File: src/rtl/stopwatch_pkg.sv
// Shared types and helpers for the cascaded BCD stopwatch controller.
package stopwatch_pkg;

  typedef enum logic [1:0] {
    StIdle  = 2'd0,
    StRun   = 2'd1,
    StPause = 2'd2,
    StDone  = 2'd3
  } state_e;

  localparam logic [3:0] BCD_MAX = 4'd9;

  function automatic logic [3:0] bcd_next(input logic [3:0] d);
    return (d == BCD_MAX) ? 4'd0 : d + 4'd1;
  endfunction

endpackage

File: src/rtl/stopwatch_ctrl_if.sv
// Command/target/status bundle between a user front end and stopwatch_ctrl.
interface stopwatch_ctrl_if #(
  parameter int unsigned DIGITS = 4
);
  logic                  cmd_start;
  logic                  cmd_stop;
  logic                  cmd_clear;
  logic [4*DIGITS-1:0]   target;
  logic [4*DIGITS-1:0]   count;
  logic                  running;
  logic                  done;
  logic [1:0]            state;

  modport master (
    output cmd_start, cmd_stop, cmd_clear, target,
    input  count, running, done, state
  );

  modport slave (
    input  cmd_start, cmd_stop, cmd_clear, target,
    output count, running, done, state
  );
endinterface

File: src/rtl/bcd_digit.sv
// One decade digit: counts 0..9 on inc, wraps to 0, flags when at 9.
module bcd_digit
  import stopwatch_pkg::*;
(
  input  logic       clk,
  input  logic       rst_n,
  input  logic       clr,
  input  logic       inc,
  output logic [3:0] q,
  output logic       at_max
);

  logic [3:0] q_d, q_q;

  always_comb begin
    q_d = q_q;
    if (clr) begin
      q_d = 4'd0;
    end else if (inc) begin
      q_d = bcd_next(q_q);
    end
  end

  always_ff @(posedge clk) begin
    if (!rst_n) begin
      q_q <= 4'd0;
    end else begin
      q_q <= q_d;
    end
  end

  assign q      = q_q;
  assign at_max = (q_q == BCD_MAX);

endmodule

File: src/rtl/stopwatch_ctrl.sv
// Start/stop/clear stopwatch: prescaled tick, rippled BCD digits, stop at target.
module stopwatch_ctrl
  import stopwatch_pkg::*;
#(
  parameter int unsigned DIGITS   = 4,
  parameter int unsigned PRESCALE = 10
) (
  input  logic                   clk,
  input  logic                   rst_n,
  stopwatch_ctrl_if.slave        bus
);

  localparam int unsigned W    = 4 * DIGITS;
  localparam int unsigned PreW = (PRESCALE > 1) ? $clog2(PRESCALE) : 1;
  localparam logic [PreW-1:0] PreLast = PreW'(PRESCALE - 1);

  state_e            state_d, state_q;
  logic [PreW-1:0]   pre_d, pre_q;
  logic              done_d, done_q;

  logic              tick;
  logic              hit;
  logic              clr_cnt;
  logic              start_eff;
  logic [DIGITS-1:0] inc;
  logic [DIGITS-1:0] at_max;
  logic [W-1:0]      count_w;
  logic [W-1:0]      next_count;

  // Stop or clear in the terminal prescaler cycle suppresses the tick.
  assign tick = (state_q == StRun) && (pre_q == PreLast) && !bus.cmd_stop && !bus.cmd_clear;

  always_comb begin
    logic carry;
    carry = tick;
    for (int i = 0; i < DIGITS; i++) begin
      inc[i] = carry;
      carry  = carry & at_max[i];
    end
  end

  always_comb begin
    next_count = count_w;
    for (int i = 0; i < DIGITS; i++) begin
      if (inc[i]) begin
        next_count[4*i +: 4] = bcd_next(count_w[4*i +: 4]);
      end
    end
  end

  assign hit       = tick && (next_count == bus.target);
  assign start_eff = bus.cmd_start && !bus.cmd_stop;

  always_comb begin
    state_d = state_q;
    pre_d   = pre_q;
    done_d  = 1'b0;
    clr_cnt = 1'b0;
    if (bus.cmd_clear) begin
      state_d = StIdle;
      pre_d   = '0;
      clr_cnt = 1'b1;
    end else begin
      unique case (state_q)
        StIdle: begin
          pre_d = '0;
          if (start_eff) state_d = StRun;
        end
        StRun: begin
          if (bus.cmd_stop) begin
            state_d = StPause;
          end else if (hit) begin
            state_d = StDone;
            pre_d   = '0;
            done_d  = 1'b1;
          end else begin
            pre_d = (pre_q == PreLast) ? '0 : pre_q + 1'b1;
          end
        end
        StPause: begin
          if (start_eff) state_d = StRun;
        end
        StDone: begin
          pre_d = '0;
          if (start_eff) begin
            state_d = StRun;
            clr_cnt = 1'b1;
          end
        end
        default: state_d = StIdle;
      endcase
    end
  end

  always_ff @(posedge clk) begin
    if (!rst_n) begin
      state_q <= StIdle;
      pre_q   <= '0;
      done_q  <= 1'b0;
    end else begin
      state_q <= state_d;
      pre_q   <= pre_d;
      done_q  <= done_d;
    end
  end

  for (genvar g = 0; g < DIGITS; g++) begin : g_digit
    bcd_digit u_digit (
      .clk    (clk),
      .rst_n  (rst_n),
      .clr    (clr_cnt),
      .inc    (inc[g]),
      .q      (count_w[4*g +: 4]),
      .at_max (at_max[g])
    );
  end

  assign bus.count   = count_w;
  assign bus.running = (state_q == StRun);
  assign bus.done    = done_q;
  assign bus.state   = state_q;

endmodule

File: src/flat_wrapper.sv
// flat-port wrapper written by rule: the top's interface ports become plain ports
module stopwatch_ctrl_flat import stopwatch_pkg::*;
#(
  parameter int unsigned DIGITS   = 4,
  parameter int unsigned PRESCALE = 10
)
  (clk, rst_n, bus_cmd_start, bus_cmd_stop, bus_cmd_clear, bus_target, bus_count, bus_running, bus_done, bus_state);
  stopwatch_ctrl_if #(.DIGITS(DIGITS)) bus_i ();
  input  logic clk;
  input  logic rst_n;
  input wire logic [$bits(bus_i.cmd_start)-1:0] bus_cmd_start;
  input wire logic [$bits(bus_i.cmd_stop)-1:0] bus_cmd_stop;
  input wire logic [$bits(bus_i.cmd_clear)-1:0] bus_cmd_clear;
  input wire logic [$bits(bus_i.target)-1:0] bus_target;
  output wire logic [$bits(bus_i.count)-1:0] bus_count;
  output wire logic [$bits(bus_i.running)-1:0] bus_running;
  output wire logic [$bits(bus_i.done)-1:0] bus_done;
  output wire logic [$bits(bus_i.state)-1:0] bus_state;
  assign bus_i.cmd_start = bus_cmd_start;
  assign bus_i.cmd_stop = bus_cmd_stop;
  assign bus_i.cmd_clear = bus_cmd_clear;
  assign bus_i.target = bus_target;
  assign bus_count = bus_i.count;
  assign bus_running = bus_i.running;
  assign bus_done = bus_i.done;
  assign bus_state = bus_i.state;
  stopwatch_ctrl #(.DIGITS(DIGITS), .PRESCALE(PRESCALE)) u_core (.clk(clk), .rst_n(rst_n), .bus(bus_i));
endmodule
File: config.mk
export PLATFORM = sky130hd
export DESIGN_NAME = stopwatch_ctrl_flat
export DESIGN_NICKNAME = d
export VERILOG_FILES = /design/src/rtl/stopwatch_pkg.sv /design/src/rtl/stopwatch_ctrl_if.sv /design/src/rtl/bcd_digit.sv /design/src/rtl/stopwatch_ctrl.sv /design/src/flat_wrapper.sv
export SDC_FILE = /design/constraint.sdc
export NUM_CORES = 1
export LEC_CHECK = 0
export CAP_MARGIN = 20
export CELL_PAD_IN_SITES_DETAIL_PLACEMENT = 0
export CELL_PAD_IN_SITES_GLOBAL_PLACEMENT = 1
export CORE_ASPECT_RATIO = 0.8
export CORE_MARGIN = 2
export CORE_UTILIZATION = 36
export CTS_BUF_LIST = sky130_fd_sc_hd__clkbuf_4 sky130_fd_sc_hd__clkbuf_8
export DETAILED_ROUTE_END_ITERATION = 6
export HOLD_SLACK_MARGIN = 0.06
export PLACE_DENSITY = 0.81
export RECOVER_POWER = 50
export SYNTH_ARGS = -nofsm -noshare
export SYNTH_HDL_FRONTEND = slang
export SYNTH_SLANG_ARGS = --single-unit
File: constraint.sdc
create_clock -name clk -period 2.5 [get_ports clk]
set_input_delay 0.5 -clock clk [delete_from_list [all_inputs] [get_ports clk]]
set_output_delay 0.5 -clock clk [all_outputs]
set_load 0.01 [all_outputs]
# After elaboration in Yosys (flattened, before gate mapping)
# Index checks and enable logic that the tools add are counted.
# word_totals
register_bits	23
latch_bits	0
ramBits	0
mem_bits_ro	0
inputBits	21
output_inout_bits	20
memories	0
# classes
addsub	5
mul	0
div_mod_pow	0
order_cmp	0
n_eq_ne	12
n_shift	0
mux	20
bitwise	5
n_reduce_logical	16
# ops
op	count
two-way mux 4 bit	11
adder 4 x 1 -> 4 bit, second input constant	5
== test 4 bit, second input constant	5
== test 16 bit	1
one-hot mux 4 bit (2 select lines)	1
two-way mux 2 bit	3
OR reduction 2 bit	3
logical AND 1 bit	5
== test 2 bit, second input constant	2
two-way mux 1 bit	4
one-hot mux 2 bit (2 select lines)	1
AND reduction 2 bit	2
OR reduction 4 bit	1
AND 1 bit	3
!= test 3 x 2 -> 1 bit, second input constant	1
OR reduction 3 bit	1
== test 2 x 1 -> 1 bit, second input constant	1
zero test 1 bit	2
zero test 2 bit	1
!= test 2 x 1 -> 1 bit, second input constant	1
!= test 2 bit, second input constant	1
NOT 1 bit	2
nonzero test 2 bit	1

# Logic depth before layout (Yosys ltp)
# Gate-level depths: netlist (run 1).
# logic_depth
depth_word	13
ltp_mapped	10
depth_no_buf	9

# Cells and area by module
# Synthesis (run 1) repeated with hierarchy kept, for this count alone.
# unflattened
hier_cells	269
hier_area_um2	2135.8
# by_module_without_submodules
module	n_inst	cells_per_inst	area_each_um2	seq_area_each_um2
stopwatch_ctrl	1	185	1375.1	140.1
bcd_digit	4	21	190.2	80.1

# Worst setup path before layout (run 1)
# OpenSTA, ideal clock, no wires.
# synth_timing
path_type	flip-flop to flip-flop
start	reg u_core.state_q[0], in the netlist u_core.bus.state[0]
end	reg u_core.state_q[1], in the netlist u_core.bus.state[1]
t_arrival_ps	2518
slack_ps	-144
path_stages_with_launch	10
period_less_slack_ps	2644
path_cell_list	dfxtp_1 ha_1 or3b_1 buf_6 nor4_4 nand4_4 xor2_2 a2111oi_4 a41o_1 o211ai_2
# synth_between
elab_chain_cells	12
elab_cells_between_ends	21
# synth_lines
item	line	rtl
start: declaration	stopwatch_ctrl.sv:17	state_e state_d, state_q;
start signal: assignment	stopwatch_ctrl.sv:97	state_q <= StIdle;
start signal: assignment	stopwatch_ctrl.sv:101	state_q <= state_d;
== test 2 x 1 -> 1 bit (*)	n/a	
via bus_running	flat_wrapper.sv:16	output wire logic [$bits(bus_i.running)-1:0] bus_running;
logical AND 1 bit (3 in a row)	stopwatch_ctrl.sv:31	assign tick = (state_q == StRun) && (pre_q == PreLast) && !bus.cmd_stop && !bus.cmd_clear;
AND 1 bit (3 in a row)	stopwatch_ctrl.sv:38	carry = carry & at_max[i];
two-way mux 4 bit	stopwatch_ctrl.sv:45	if (inc[i]) begin
== test 16 bit	stopwatch_ctrl.sv:51	assign hit = tick && (next_count == bus.target);
logical AND 1 bit	stopwatch_ctrl.sv:51	
!= test 3 x 2 -> 1 bit (no source line)	n/a	
AND reduction 2 bit (no source line)	n/a	
# Mark *: on every way through the listed nets, which the timed path passes. The rest lies on a longest branch.
# A chain may end at the register's enable or synchronous reset.

# Worst setup path after layout (run 1)
# layout_timing
start	in bus_cmd_stop
end	reg u_core.state_q[0], in the netlist u_core.bus.state[0]
# layout_between
elab_chain_cells	11
elab_cells_between_ends	18
# layout_lines
item	line	rtl
start: declaration	flat_wrapper.sv:12	input wire logic [$bits(bus_i.cmd_stop)-1:0] bus_cmd_stop;
zero test 1 bit	stopwatch_ctrl.sv:31, stopwatch_ctrl.sv:52	
logical AND 1 bit (2 in a row)	stopwatch_ctrl.sv:31	
AND 1 bit (3 in a row)	stopwatch_ctrl.sv:38	
two-way mux 4 bit	stopwatch_ctrl.sv:45	
== test 16 bit	stopwatch_ctrl.sv:51	
logical AND 1 bit	stopwatch_ctrl.sv:51	
!= test 3 x 2 -> 1 bit (no source line)	n/a	
AND reduction 2 bit (no source line)	n/a	
# Parallel ways exist; a longest one is shown, timed or not.

==> flow_metrics.env, run 1 <==
export IMPL_status="complete, but fails checks"
export IMPL_violations="negative setup slack"
export IMPL_finClkSkew_ns=0.008237
export IMPL_totalWireLength_um=6512
export IMPL_synthTopCellsByCount="nor2_1, dfxtp_1, a21oi_1, nand2_1, nor2b_1"
export IMPL_finalCritPeriodShare_pct=101.6
export IMPL_syn_nets=295
export IMPL_antenna_found_initial=0
export IMPL_internal_power_uw=565.2
export IMPL_pwr_density_cell_mw_per_mm2=240.3
export IMPL_synth_top_area_share_pct=21.52
export IMPL_drv_cap=0
export IMPL_clk_path_buf_depth=2
export IMPL_synth_top_area_cell="dfxtp_1"
export IMPL_critPathLaunchType="input port"
export IMPL_pre_cts_ws_ns=-0.6286
export IMPL_wire_per_inst_um=14.83
export IMPL_die_area_sq_mm=0.006580
export IMPL_area_growth_pct=48.95
export IMPL_rsz0062_at_grt="yes"
export IMPL_worstSetupStartpoint="bus_cmd_stop"
export IMPL_drive_above_1_share_pct=28.49
export IMPL_max_freq_mhz=393.6
export IMPL_core_sq_mm=0.005818
export IMPL_path_max_fanout=4
export IMPL_nets=385
export IMPL_grt_total_usage_pct=19.57
export IMPL_p_leak_nw=1.173
export IMPL_postCtsHoldBufs=0
export IMPL_num_vias=2409
export IMPL_htree_levels=1
export IMPL_p_seq_share_pct=48.1
export IMPL_die_width_um=90.19
export IMPL_grt_pass1_wl_um=10360
export IMPL_cp_required_ns=2.70
export IMPL_min_period_ns=2.541
export IMPL_ys_types=67
export IMPL_cp_arrival_ns=2.74
export IMPL_grt_pass1_vias=2107
export IMPL_timing_slew_headroom_pct=59.00
export IMPL_synthMostInstantiatedCell="nor2_1"
export IMPL_initial_core_util_pct=36.77
export IMPL_seq_area_frac_synth_pct=21.52
export IMPL_gp_congestion=0.9304
export IMPL_clk_pin_slew_ns=0.09
export IMPL_insertion_delay_ns=0.28
export IMPL_grt_max_degree=15
export IMPL_ys_warn_count=0
export IMPL_setup_viol=1
export IMPL_multi_input_area_sq_mm=0.001695
export IMPL_fillers=580
export IMPL_finalHoldViolCount=0
export IMPL_crit_type="input port to flop"
export IMPL_tritoncts="built"
export IMPL_slowest_delay_ns=0.48
export IMPL_cp_num_buf_inv=1
export IMPL_switching_power_uw=200.5
export IMPL_io_buffers=40
export IMPL_clock_root_buffer="clkbuf_8"
export IMPL_drt_iter0_drc=257
export IMPL_maxSlewViolCount=0
export IMPL_hp_start="u_core.pre_q[3]"
export IMPL_tightest_slew_ns=0.6150
export IMPL_swShare_pct=26.19
export IMPL_drc=0
export IMPL_die_h_um=72.96
export IMPL_p_comb_share_pct=17.7
export IMPL_setup_ws_ns=-0.04072
export IMPL_post_dp_hpwl_um=4910
export IMPL_async_reset_ff_share_pct=0
export IMPL_vias_per_cell=5.487
export IMPL_ys_ff_latch=23
export IMPL_netlist_area_sq_mm=0.002140
export IMPL_finalPower_uw=765.7
export IMPL_top_level_ports=41
export IMPL_end_kind="flop"
export IMPL_drt_first_pass_iters=5
export IMPL_holdWs_ns=0.5034
export IMPL_worst_path_max_delay_cell="or3b_4"
export IMPL_row_count=25
export IMPL_hp_class="flop to flop"
export IMPL_ys_flop_type="dfxtp_1"
export IMPL_regArea_sq_um=466.7
export IMPL_synth_avg_cell_area_sq_um=7.954
export IMPL_ir_drop_mv=0.1408
export IMPL_synth_edf_count=0
export IMPL_clkPwrFrac_pct=34.3
export IMPL_syn_inst=269
export IMPL_worstPathCellList="dlygate4sd2_1 -> or3b_4 -> nor4_4 -> mux2i_2 -> o21bai_2 -> nor4_2 -> nand4b_1 -> a31oi_1"
export IMPL_antenna_cells=0
export IMPL_clkSinkCount=23
export IMPL_final_antenna_net_count=0
export IMPL_cts_made_buffers=3
export IMPL_crit_family="simple AND/OR/NAND/NOR gates"
export IMPL_synth_area_leaders="dfxtp_1, nor2_1, a21oi_1, nor2b_1, xnor2_1"
export IMPL_gr_total_overflow=0
export IMPL_r2r_start="u_core.g_digit[1].u_digit.q[2]"
[final cells by class]
class                      count  share of cell area [%]
clock buffer                   4                   1.531
tap                           81                   3.180
multi-input combinational    222                   53.20
sequential                    23                   14.64
inverter                      11                   1.296
timing repair buffer          98                   26.15
[cells by family (layout without fill, tap and decap cells)]
family	count (synthesis)	after routing	share of synthesized area, %
flops	23	23	21.52
mux	7	7	3.333
compound gates	67	67	22.69
fa+ha+maj	5	5	2.924
xor+xnor	14	14	6.082
buf+inv	24	113	4.971
simple gates	129	129	38.48
[power by group through the flow]
stage                     registers (mW)  clock network, mW  logic, mW
after CTS                          0.368              0.274      0.128
after global placement             0.377                  0      0.125
final                              0.368              0.262      0.135
after detailed placement           0.377                  0      0.126
after floorplan                    0.378                  0     0.0523
after global routing               0.368              0.285      0.147
[worst paths after layout]
check,endpoint,slack [ns],depth (start not counted)
min reg2reg,u_core.pre_q[3],0.50,2
min,u_core.pre_q[3],0.50,2
max,u_core.bus.state[0],-0.04,8
max reg2reg,u_core.bus.state[0],-0.02,8
[metrics by stage]
step | instances | setup TNS (ns) | cell area, sq um | utilization [%]
final | 439 | -0.04072 | 3187 | 54.77
after global routing | 439 | -0.1819 | 3187 | 54.77
after CTS | 431 | 0 | 3047 | 52.37
after detailed placement | 427 | -2.240 | 2978 | 51.18
after global placement | 427 | -1.832 | 2978 | 51.18
after floorplan | 269 | 0 | 2153 | -
[flip-flops by register name, summed over array words and instances, names as in the netlist]
register,flops
u_core.bus.done,1
u_core.bus.state,2
u_core.g_digit.u_digit.q,16
u_core.pre_q,4
[metal layers]
| layer | track usage (%) | part of all wire (%) | up-vias |
|---|---|---|---|
| met5 | 0 | 0 | - |
| met4 | 3.590 | 0.83 | 0 |
| met3 | 3.616 | 5.7 | 7 |
| met2 | 32.16 | 45 | 82 |
| met1 | 27.35 | 48 | 1136 |
| li1 | - | - | 1184 |
[placed cells by master (no fill, tap or decap), types with 3 or more instances in the layout]
cell type         n
nor2_1           27
buf_4            56
or3_1             7
dfxtp_1          18
o21ai_0          11
nor3_1           10
a31oi_1           5
xnor2_1           9
and3b_1           3
nand4b_1          3
mux2i_1           4
ha_1              4
nor4_4            3
clkdlybuf4s50_1  36
clkbuf_8          3
nand2b_1          9
dfxtp_2           5
nor2b_1          13
nand3_1           3
inv_1            10
xor2_1            4
nand2_1          17
o41ai_1           3
a21oi_1          17
o21a_1            4
nand4_1           8
[worst reg2reg max path, stage by stage, from the launching register on]
cell,delay (ns)
dfxtp_1,0.35
nand4bb_2,0.32
buf_4,0.21
nor4_4,0.40
mux2i_2,0.32
o21bai_2,0.09
nor4_2,0.32
nand4b_1,0.20
a31oi_1,0.23
[what timing repair did]
action,in CTS,in global routing
resized for setup,7,22
pin swaps,6,11
setup endpoints to repair,3,3
hold endpoints to repair,0,0
buffers inserted,0,8
(Power assumes the default switching activity.)
==> run 2: changes to the inputs <==
- CAP_MARGIN: 20 -> not set
==> results of run 2 <==
Same layout as run 1: the final DEF is identical, and so are final timing and power.
==> run 3: changes to the inputs <==
- MAX_ROUTING_LAYER: not set -> met4
==> run 3 against run 2 <==
The run still ends with negative setup slack left. Final cell count stayed put. Clock-buffer cell count is the same. First-iteration DRC count fell by 2.3%. Combinational power is essentially flat. Die area did not move. Flip-flop and latch count unchanged. Sequential power barely moved. Non-clock buffer count did not move. Critical path type unchanged. Critical endpoint unchanged.
==> flow_metrics.env, run 3 (same netlist as run 1, synthesis figures left out) <==
export IMPL_antenna_cells=0
export IMPL_critPathLaunchType="input port"
export IMPL_finalSetupTns_ns=-0.03770
export IMPL_end_kind="flop"
export IMPL_final_cell_mix="buf_4, clkdlybuf4s50_1, nor2_1, dfxtp_1"
export IMPL_finClkSkew_ns=0.007378
export IMPL_hp_class="flop to flop"
export IMPL_clk_pin_slew_ns=0.09
export IMPL_drt_first_pass_iters=4
export IMPL_largest_reg_flops=16
export IMPL_num_vias=2410
export IMPL_row_count=25
export IMPL_core_sq_mm=0.005818
export IMPL_place_inst=427
export IMPL_nets=385
export IMPL_cp_required_ns=2.70
export IMPL_tritoncts="built"
export IMPL_io_buffers=40
export IMPL_rsz0062_at_grt="yes"
export IMPL_drv_cap=0
export IMPL_initial_core_util_pct=36.77
export IMPL_path_max_fanout=4
export IMPL_htree_levels=1
export IMPL_finalHoldViolCount=0
export IMPL_antenna_found_initial=0
export IMPL_setup_ws_ns=-0.03770
export IMPL_die_width_um=90.19
export IMPL_max_freq_mhz=394.1
export IMPL_holdWs_ns=0.5035
export IMPL_maxSlewViolCount=0
export IMPL_drive_above_1_share_pct=28.49
export IMPL_ir_drop_mv=0.1413
export IMPL_totalWireLength_um=6481
export IMPL_r2r_end="u_core.bus.state[0]"
export IMPL_status="complete, but fails checks"
export IMPL_grt_pass1_wl_um=10360
export IMPL_tightest_slew_ns=0.6372
export IMPL_grt_max_degree=15
export IMPL_p_leak_nw=1.173
export IMPL_min_period_ns=2.538
export IMPL_gr_total_overflow=0
export IMPL_gp_congestion=0.9469
export IMPL_die_area_sq_mm=0.006580
export IMPL_fillers=580
export IMPL_violations="negative setup slack"
export IMPL_hold_end="u_core.pre_q[3]"
export IMPL_hold_depth=2
export IMPL_clock_root_buffer="clkbuf_8"
export IMPL_grt_pass1_vias=2107
export IMPL_fin_cells=439
export IMPL_hp_start="u_core.pre_q[3]"
export IMPL_clk_path_buf_depth=2
export IMPL_cts_made_buffers=3
export IMPL_clkSinkCount=23
export IMPL_r2r_cells=8
export IMPL_post_dp_hpwl_um=4910
export IMPL_final_common_cell="buf_4"
export IMPL_setup_viol=1
export IMPL_top_level_ports=41
export IMPL_finalCritPeriodShare_pct=101.5
export IMPL_wire_per_inst_um=14.76
export IMPL_area_growth_pct=48.95
export IMPL_r2r_start="u_core.g_digit[1].u_digit.q[2]"
export IMPL_crit_type="input port to flop"
export IMPL_cp_arrival_ns=2.74
export IMPL_vias_per_cell=5.490
export IMPL_insertion_delay_ns=0.28
export IMPL_grt_total_usage_pct=20.17
export IMPL_drc=0
export IMPL_die_h_um=72.96
export IMPL_r2r_setup_slack_ns=-0.02
export IMPL_pwr_density_cell_mw_per_mm2=240.8
export IMPL_final_antenna_net_count=0
export IMPL_timing_slew_headroom_pct=57.52
export IMPL_drt_iter0_drc=251
## run 3: where the power goes
| part | total (mW) | switching, mW | internal, mW |
|---|---|---|---|
| combinational | 0.136 | 0.0629 | 0.0727 |
| clock | 0.264 | 0.138 | 0.125 |
| sequential | 0.368 | 0.000880 | 0.367 |
| total | 0.767 | 0.202 | 0.565 |
## run 3: worst max-delay path, stage by stage
cell	delay, ns
dlygate4sd2_1	0.31
or3b_4	0.48
nor4_4	0.29
mux2i_2	0.32
o21bai_2	0.09
nor4_2	0.31
nand4b_1	0.20
a31oi_1	0.23
## run 3: cell type report
type,instances,area [sq um],area share (%)
inverters,11,41.29,1.296
repair buffers,98,833.3,26.15
flip-flops and latches,23,466.7,14.64
well taps,81,101.3,3.180
clock buffers,4,48.80,1.531
multi-input cells,222,1695,53.20
## run 3: worst max-delay path by stage
stage	from	end	slack [ns]	depth (start not counted)
floorplan	u_core.bus.state[1]	u_core.bus.state[1]	0.0007	10
global placement	bus_cmd_stop	u_core.bus.done	-0.51	8
detailed placement	bus_cmd_stop	u_core.bus.state[0]	-0.63	8
CTS	u_core.pre_q[1]	u_core.bus.state[0]	0.06	10
global route	u_core.bus.state[1]	u_core.bus.state[0]	-0.12	9
finish	bus_cmd_stop	u_core.bus.state[0]	-0.04	8
## run 3: what timing repair did
action | CTS | global route
setup buffers | 0 | 8
gates resized for setup | 7 | 22
setup endpoints to repair | 3 | 3
hold buffers | 0 | 0
pin swaps | 6 | 11
## run 3: stage by stage
| step | worst slack (ns) | util, % | instance area [sq um] | power, mW |
|---|---|---|---|---|
| 5_1_grt | -0.1213 | 54.77 | 3187 | 0.7999 |
| 4_1_cts | 0.05755 | 52.37 | 3047 | 0.7693 |
| 3_5_place_dp | -0.6286 | 51.18 | 2978 | 0.5026 |
| 6_report | -0.03770 | 54.77 | 3187 | 0.7674 |
| 3_3_place_gp | -0.5132 | 51.18 | 2978 | 0.5016 |
| 2_1_floorplan | 0.0007183 | - | 2153 | 0.4299 |
## run 3: routing by layer
metal / share of wire [%] / vias to the layer above / wire length (um) / global-route usage, %
li1: - / 1185 / - / -
met1: 50 / 1132 / 3225 / 27.48
met2: 44 / 80 / 2867 / 32.16
met3: 4.5 / 13 / 291 / 3.409
met4: 1.5 / 0 / 97 / 3.590
met5: 0 / - / 0 / -
